===== config.mk =====
export PLATFORM = sky130hd
export DESIGN_NAME = imm_gen_pipe
export DESIGN_NICKNAME = d
export VERILOG_FILES = /design/src/rtl/imm_gen_pipe.sv
export SDC_FILE = /design/constraint.sdc
export NUM_CORES = 1
export LEC_CHECK = 0
export ABC_CLOCK_PERIOD_IN_PS = 2870
export CAP_MARGIN = 10
export CORE_ASPECT_RATIO = 2
export CORE_MARGIN = 3
export CORE_UTILIZATION = 45
export DETAILED_ROUTE_END_ITERATION = 10
export HOLD_SLACK_MARGIN = 0.03
export PLACE_DENSITY = 0.75
export SLEW_MARGIN = 20
export SYNTH_ARGS = -nofsm -noshare
export SYNTH_HDL_FRONTEND = slang
export SYNTH_SLANG_ARGS = --single-unit

===== constraint.sdc =====
create_clock -name clk -period 2.87 [get_ports clk]
set_clock_uncertainty 0.15 [all_clocks]
set_input_delay 0.574 -clock clk [delete_from_list [all_inputs] [get_ports clk]]
set_output_delay 0.574 -clock clk [all_outputs]
set_load 0.005 [all_outputs]

===== src/rtl/imm_gen_pipe.sv =====
// RV32I/RV64I immediate generator: decodes the immediate format from the opcode and sign-extends
// the immediate to XLEN. Results leave through a valid/ready stage with one skid entry.
module imm_gen_pipe #(
    parameter int unsigned XLEN  = 32,
    parameter int unsigned CNT_W = 8
) (
    input  logic             clk,
    input  logic             rst_n,
    input  logic             in_valid,
    output logic             in_ready,
    input  logic [31:0]      in_instr,
    output logic             out_valid,
    input  logic             out_ready,
    output logic [XLEN-1:0]  out_imm,
    output logic [2:0]       out_fmt,
    output logic             out_illegal,
    output logic [CNT_W-1:0] illegal_cnt
);

    localparam logic [6:0] OpLoad   = 7'b0000011;
    localparam logic [6:0] OpImm    = 7'b0010011;
    localparam logic [6:0] OpJalr   = 7'b1100111;
    localparam logic [6:0] OpSystem = 7'b1110011;
    localparam logic [6:0] OpStore  = 7'b0100011;
    localparam logic [6:0] OpBranch = 7'b1100011;
    localparam logic [6:0] OpLui    = 7'b0110111;
    localparam logic [6:0] OpAuipc  = 7'b0010111;
    localparam logic [6:0] OpJal    = 7'b1101111;
    localparam logic [6:0] OpReg    = 7'b0110011;

    localparam logic [2:0] FmtR   = 3'd0;
    localparam logic [2:0] FmtI   = 3'd1;
    localparam logic [2:0] FmtS   = 3'd2;
    localparam logic [2:0] FmtB   = 3'd3;
    localparam logic [2:0] FmtU   = 3'd4;
    localparam logic [2:0] FmtJ   = 3'd5;
    localparam logic [2:0] FmtIll = 3'd7;

    logic [31:0]     w_imm32;
    logic [XLEN-1:0] w_imm;
    logic [2:0]      w_fmt;
    logic            w_ill;
    logic            w_in_fire;
    logic            w_out_fire;

    logic             r_main_valid;
    logic [XLEN-1:0]  r_main_imm;
    logic [2:0]       r_main_fmt;
    logic             r_main_ill;
    logic             r_skid_valid;
    logic [XLEN-1:0]  r_skid_imm;
    logic [2:0]       r_skid_fmt;
    logic             r_skid_ill;
    logic [CNT_W-1:0] r_cnt;

    // Every immediate is first assembled sign-extended to 32 bits, then widened to XLEN.
    always_comb begin
        w_imm32 = '0;
        w_fmt   = FmtR;
        w_ill   = 1'b0;
        case (in_instr[6:0])
            OpLoad, OpImm, OpJalr, OpSystem: begin
                w_imm32 = {{20{in_instr[31]}}, in_instr[31:20]};
                w_fmt   = FmtI;
            end
            OpStore: begin
                w_imm32 = {{20{in_instr[31]}}, in_instr[31:25], in_instr[11:7]};
                w_fmt   = FmtS;
            end
            OpBranch: begin
                w_imm32 = {{19{in_instr[31]}}, in_instr[31], in_instr[7], in_instr[30:25],
                           in_instr[11:8], 1'b0};
                w_fmt   = FmtB;
            end
            OpLui, OpAuipc: begin
                w_imm32 = {in_instr[31:12], 12'b0};
                w_fmt   = FmtU;
            end
            OpJal: begin
                w_imm32 = {{11{in_instr[31]}}, in_instr[31], in_instr[19:12], in_instr[20],
                           in_instr[30:21], 1'b0};
                w_fmt   = FmtJ;
            end
            OpReg: begin
                w_fmt = FmtR;
            end
            default: begin
                w_fmt = FmtIll;
                w_ill = 1'b1;
            end
        endcase
    end

    assign w_imm = XLEN'($signed(w_imm32));

    assign w_in_fire  = in_valid & ~r_skid_valid;
    assign w_out_fire = r_main_valid & out_ready;

    always_ff @(posedge clk or negedge rst_n) begin
        if (!rst_n) begin
            r_main_valid <= 1'b0;
            r_main_imm   <= '0;
            r_main_fmt   <= FmtR;
            r_main_ill   <= 1'b0;
            r_skid_valid <= 1'b0;
            r_skid_imm   <= '0;
            r_skid_fmt   <= FmtR;
            r_skid_ill   <= 1'b0;
        end else begin
            // A full skid blocks input, so in_fire cannot coincide with the skid draining.
            if (w_out_fire && r_skid_valid) begin
                r_main_imm   <= r_skid_imm;
                r_main_fmt   <= r_skid_fmt;
                r_main_ill   <= r_skid_ill;
                r_skid_valid <= 1'b0;
            end else if (w_in_fire && (!r_main_valid || w_out_fire)) begin
                r_main_valid <= 1'b1;
                r_main_imm   <= w_imm;
                r_main_fmt   <= w_fmt;
                r_main_ill   <= w_ill;
            end else if (w_in_fire) begin
                r_skid_valid <= 1'b1;
                r_skid_imm   <= w_imm;
                r_skid_fmt   <= w_fmt;
                r_skid_ill   <= w_ill;
            end else if (w_out_fire) begin
                r_main_valid <= 1'b0;
            end
        end
    end

    always_ff @(posedge clk or negedge rst_n) begin
        if (!rst_n) begin
            r_cnt <= '0;
        end else if (w_in_fire && w_ill && (r_cnt != '1)) begin
            r_cnt <= r_cnt + CNT_W'(1);
        end
    end

    assign in_ready    = ~r_skid_valid;
    assign out_valid   = r_main_valid;
    assign out_imm     = r_main_imm;
    assign out_fmt     = r_main_fmt;
    assign out_illegal = r_main_ill;
    assign illegal_cnt = r_cnt;

endmodule


==> flow_summary.json <==
{
  "outcome": "finished, final reports clean",
  "ctsHtreeMaxLevel": 3,
  "hold_buffers": 0,
  "min_period_ns": 2.43,
  "synth_top_cell_by_area": "dfrtp_1",
  "finalSetupTns_ns": 0,
  "crit_chain": "clkdlybuf4s50_1 -> nand3b_1 -> and3b_4 -> nor4_4 -> buf_4 -> nand4_1 -> xnor2_1",
  "grtUsageTotal_pct": 21.2,
  "clockBufferDepth": 2,
  "fin_crit_sh_pct": 84.7,
  "layout.nets": 459,
  "synth-seq-area-share_pct": 56.2,
  "placementRows": 45,
  "synth_enable_flop_cells": 0,
  "n_fill_cell": 631,
  "netlist_area_sq_um": 3650,
  "grt_pass1_wl_mm": 15.8,
  "die_w_microns": 69.7,
  "clock_tree.root_cell": "clkbuf_16",
  "cap_violations": 0,
  "drc_errors": 0,
  "postRouteAntennaNets": 0,
  "clock.fmax_mhz": 411,
  "tritoncts": "built",
  "worstMarginPinSlew_ns": 0.748,
  "final_layout_size_suffix_gt1_share_pct": 10.1,
  "postCtsSetupRepairBufs": 0,
  "worst_ep_arrival_time_ns": 2.49,
  "vias_per_cell": 5.80,
  "p_per_area_nw_per_um2": 758,
  "clkLatencyLatePin_ns": 0.33,
  "end_kind": "register",
  "path_clk_slew_ns": 0.06,
  "rsz0062_at_grt": "no",
  "required_ns": 2.93,
  "synth_top_area_share_pct": 56.2,
  "yosys-top-cells-area": "dfrtp_1 (56%), o21ai_0 (6.3%), a22oi_1 (5.3%)",
  "syn_nets": 371,
  "antenna_found_initial": 0,
  "routabilityCongestion": 0.841,
  "drt_iter0_drc": 214,
  "wirelength_mm": 9.41,
  "dp_hpwl_mm": 6.72,
  "wire_per_inst_microns": 18.1,
  "synth.avg_cell_area_sq_um": 10.9,
  "synth_cells": 334,
  "cts_resized": 0,
  "start_util_pct": 47.3,
  "vias": 3012,
  "cellLeakagePower_uw": 0.00221,
  "diodes": 0,
  "slew_viol_final": 0,
  "fp.dieH_microns": 133,
  "grt_max_degree": 60,
  "slowest_stage": "clkdlybuf4s50_1",
  "areaGrowthSynthToFinish_pct": 34.6,
  "coreArea_sq_um": 7710,
  "cts_sinks": 82,
  "async_flop_share_pct": 100,
  "setup_viol": 0,
  "hp-class": "input pin to asynchronous set/reset pin",
  "ys_warn_count": 0,
  "drt_first_pass_iters": 4,
  "grt_pass1_vias": 3165,
  "power_uw": 3730,
  "critical-path-max-stage-delay_ns": 0.70,
  "synth.distinct_cells": 46,
  "worstSetupPathType": "input pin to register",
  "hold_viol_final": 0,
  "portBuffers": 81,
  "max-slew-margin-rel_pct": 50.2,
  "dieArea_sq_um": 9300,
  "start_kind": "input pin",
  "io_pins": 82,
  "overflow": 0,
  "cts_buffers": 9,
  "synthFlopType": "dfrtp_1",
  "peakVddDrop_v": 0.000495,
  "cp_max_fo": 10,
  "synth_seq_cells": 82
}
cells in the mapped netlist (2+ instances only):
cell       n
nand3b_1   3
nor2_2     2
xnor2_1    6
a31o_2     2
and3_1     4
a22o_1    20
nand2b_1   2
a22oi_1   26
dfrtp_1   82
nor2b_1    3
clkbuf_1  11
xor2_1     2
o21ai_0   46
nor3_1     2
a21oi_1   17
a211o_1    8
a221o_1    8
nor2_1    10
nand2_1   28
nand3_1    4
buf_2      9
inv_1      4
a211oi_1   2
nand4_1    5
o21a_1     2
a21o_1     6
path summary, 6_finish.rpt:
kind | startpoint | cells after the start | slack [ns] | to
min reg2reg | r_skid_imm[31]$_DFFE_PN0P_ | 2 | 0.33 | r_skid_imm[31]$_DFFE_PN0P_
max | in_instr[5] | 7 | 0.44 | illegal_cnt[6]$_DFFE_PN0P_
min in group clk | r_skid_imm[31]$_DFFE_PN0P_ | 2 | 0.33 | r_skid_imm[31]$_DFFE_PN0P_
min | rst_n | 1 | 0.05 | illegal_cnt[3]$_DFFE_PN0P_
max reg2reg | illegal_cnt[0]$_DFFE_PN0P_ | 7 | 0.71 | illegal_cnt[6]$_DFFE_PN0P_
max in group asynchronous | rst_n | 2 | 1.91 | out_imm[30]$_DFFE_PN0P_
layer usage:
metal  vias to the layer above  track usage [%]  part of all wire, %
li1                       1425                -                    -
met1                      1473             24.8                   38
met2                        94             36.6                   55
met3                        20             5.06                  4.3
met4                         0             9.28                  3.1
met5                         -                0                    0
logic make-up after synthesis:
kind of cell             share of synthesized area [%]
AND/OR/NAND/NOR                                   10.3
adder cells (fa/ha/maj)                          0.343
AO/OA/AOI/OAI                                     27.4
XOR/XNOR                                          1.92
buffers and inverters                             3.19
multiplexers                                     0.583
flip-flops                                        56.2
sequential cells by signal, summed over array words and instances, names as in the netlist:
name / count
illegal_cnt: 8
out_fmt: 3
out_illegal: 1
out_imm: 32
out_valid: 1
r_skid_fmt: 3
r_skid_ill: 1
r_skid_imm: 32
r_skid_valid: 1
layout make-up:
| class | instances | area [sq um] | area share, % |
|---|---|---|---|
| Sequential cell | 82 | 2050 | 41.8 |
| Multi-Input combinational cell | 226 | 1490 | 30.3 |
| Tap cell | 94 | 118 | 2.39 |
| Inverter | 4 | 15.0 | 0.306 |
| Timing Repair Buffer | 99 | 956 | 19.5 |
| Clock buffer | 12 | 246 | 5.02 |
| Clock inverter | 2 | 38.8 | 0.789 |
worst max-delay path, delay by kind of cell:
kind          cells  cell delay (ns)
simple gates      4             0.86
xor+xnor          1             0.15
buf+inv           2             0.91
report_power, final:
group | total, uW | internal [uW] | switching, uW
sequential | 1580 | 1400 | 185
combinational | 1030 | 545 | 489
clock | 1110 | 689 | 418
through the flow:
stage                     setup slack (ns)  utilization [%]  hold slack [ns]  area [sq um]  cells
after floorplan                      0.770                -            0.128          3650    334
after global placement               0.114             60.0            0.311          4630    505
after detailed placement            0.0920             60.0            0.320          4630    505
after CTS                            0.446             63.7           0.0535          4910    519
after global routing                 0.304             63.7           0.0707          4910    519
final                                0.440             63.7           0.0455          4910    519
cells in the final DEF (no fill, tap or decap), drive strengths merged, types with 2 or more instances in the layout:
cell and count:
a211o 8, a211oi 2, a21o 6, a21oi 18
a221o 8, a22o 20, a22oi 26, a31o 2
and3 4, and3b 2, buf 19, clkbuf 12
clkdlybuf4s50 80, dfrtp 82, inv 4, nand2 28
nand2b 2, nand3 4, nand3b 3, nand4 5
nor2 12, nor2b 4, nor3 2, o21a 2
o21ai 46, xnor2 6, xor2 2
No activity file was read; power rests on OpenSTA's default activity.
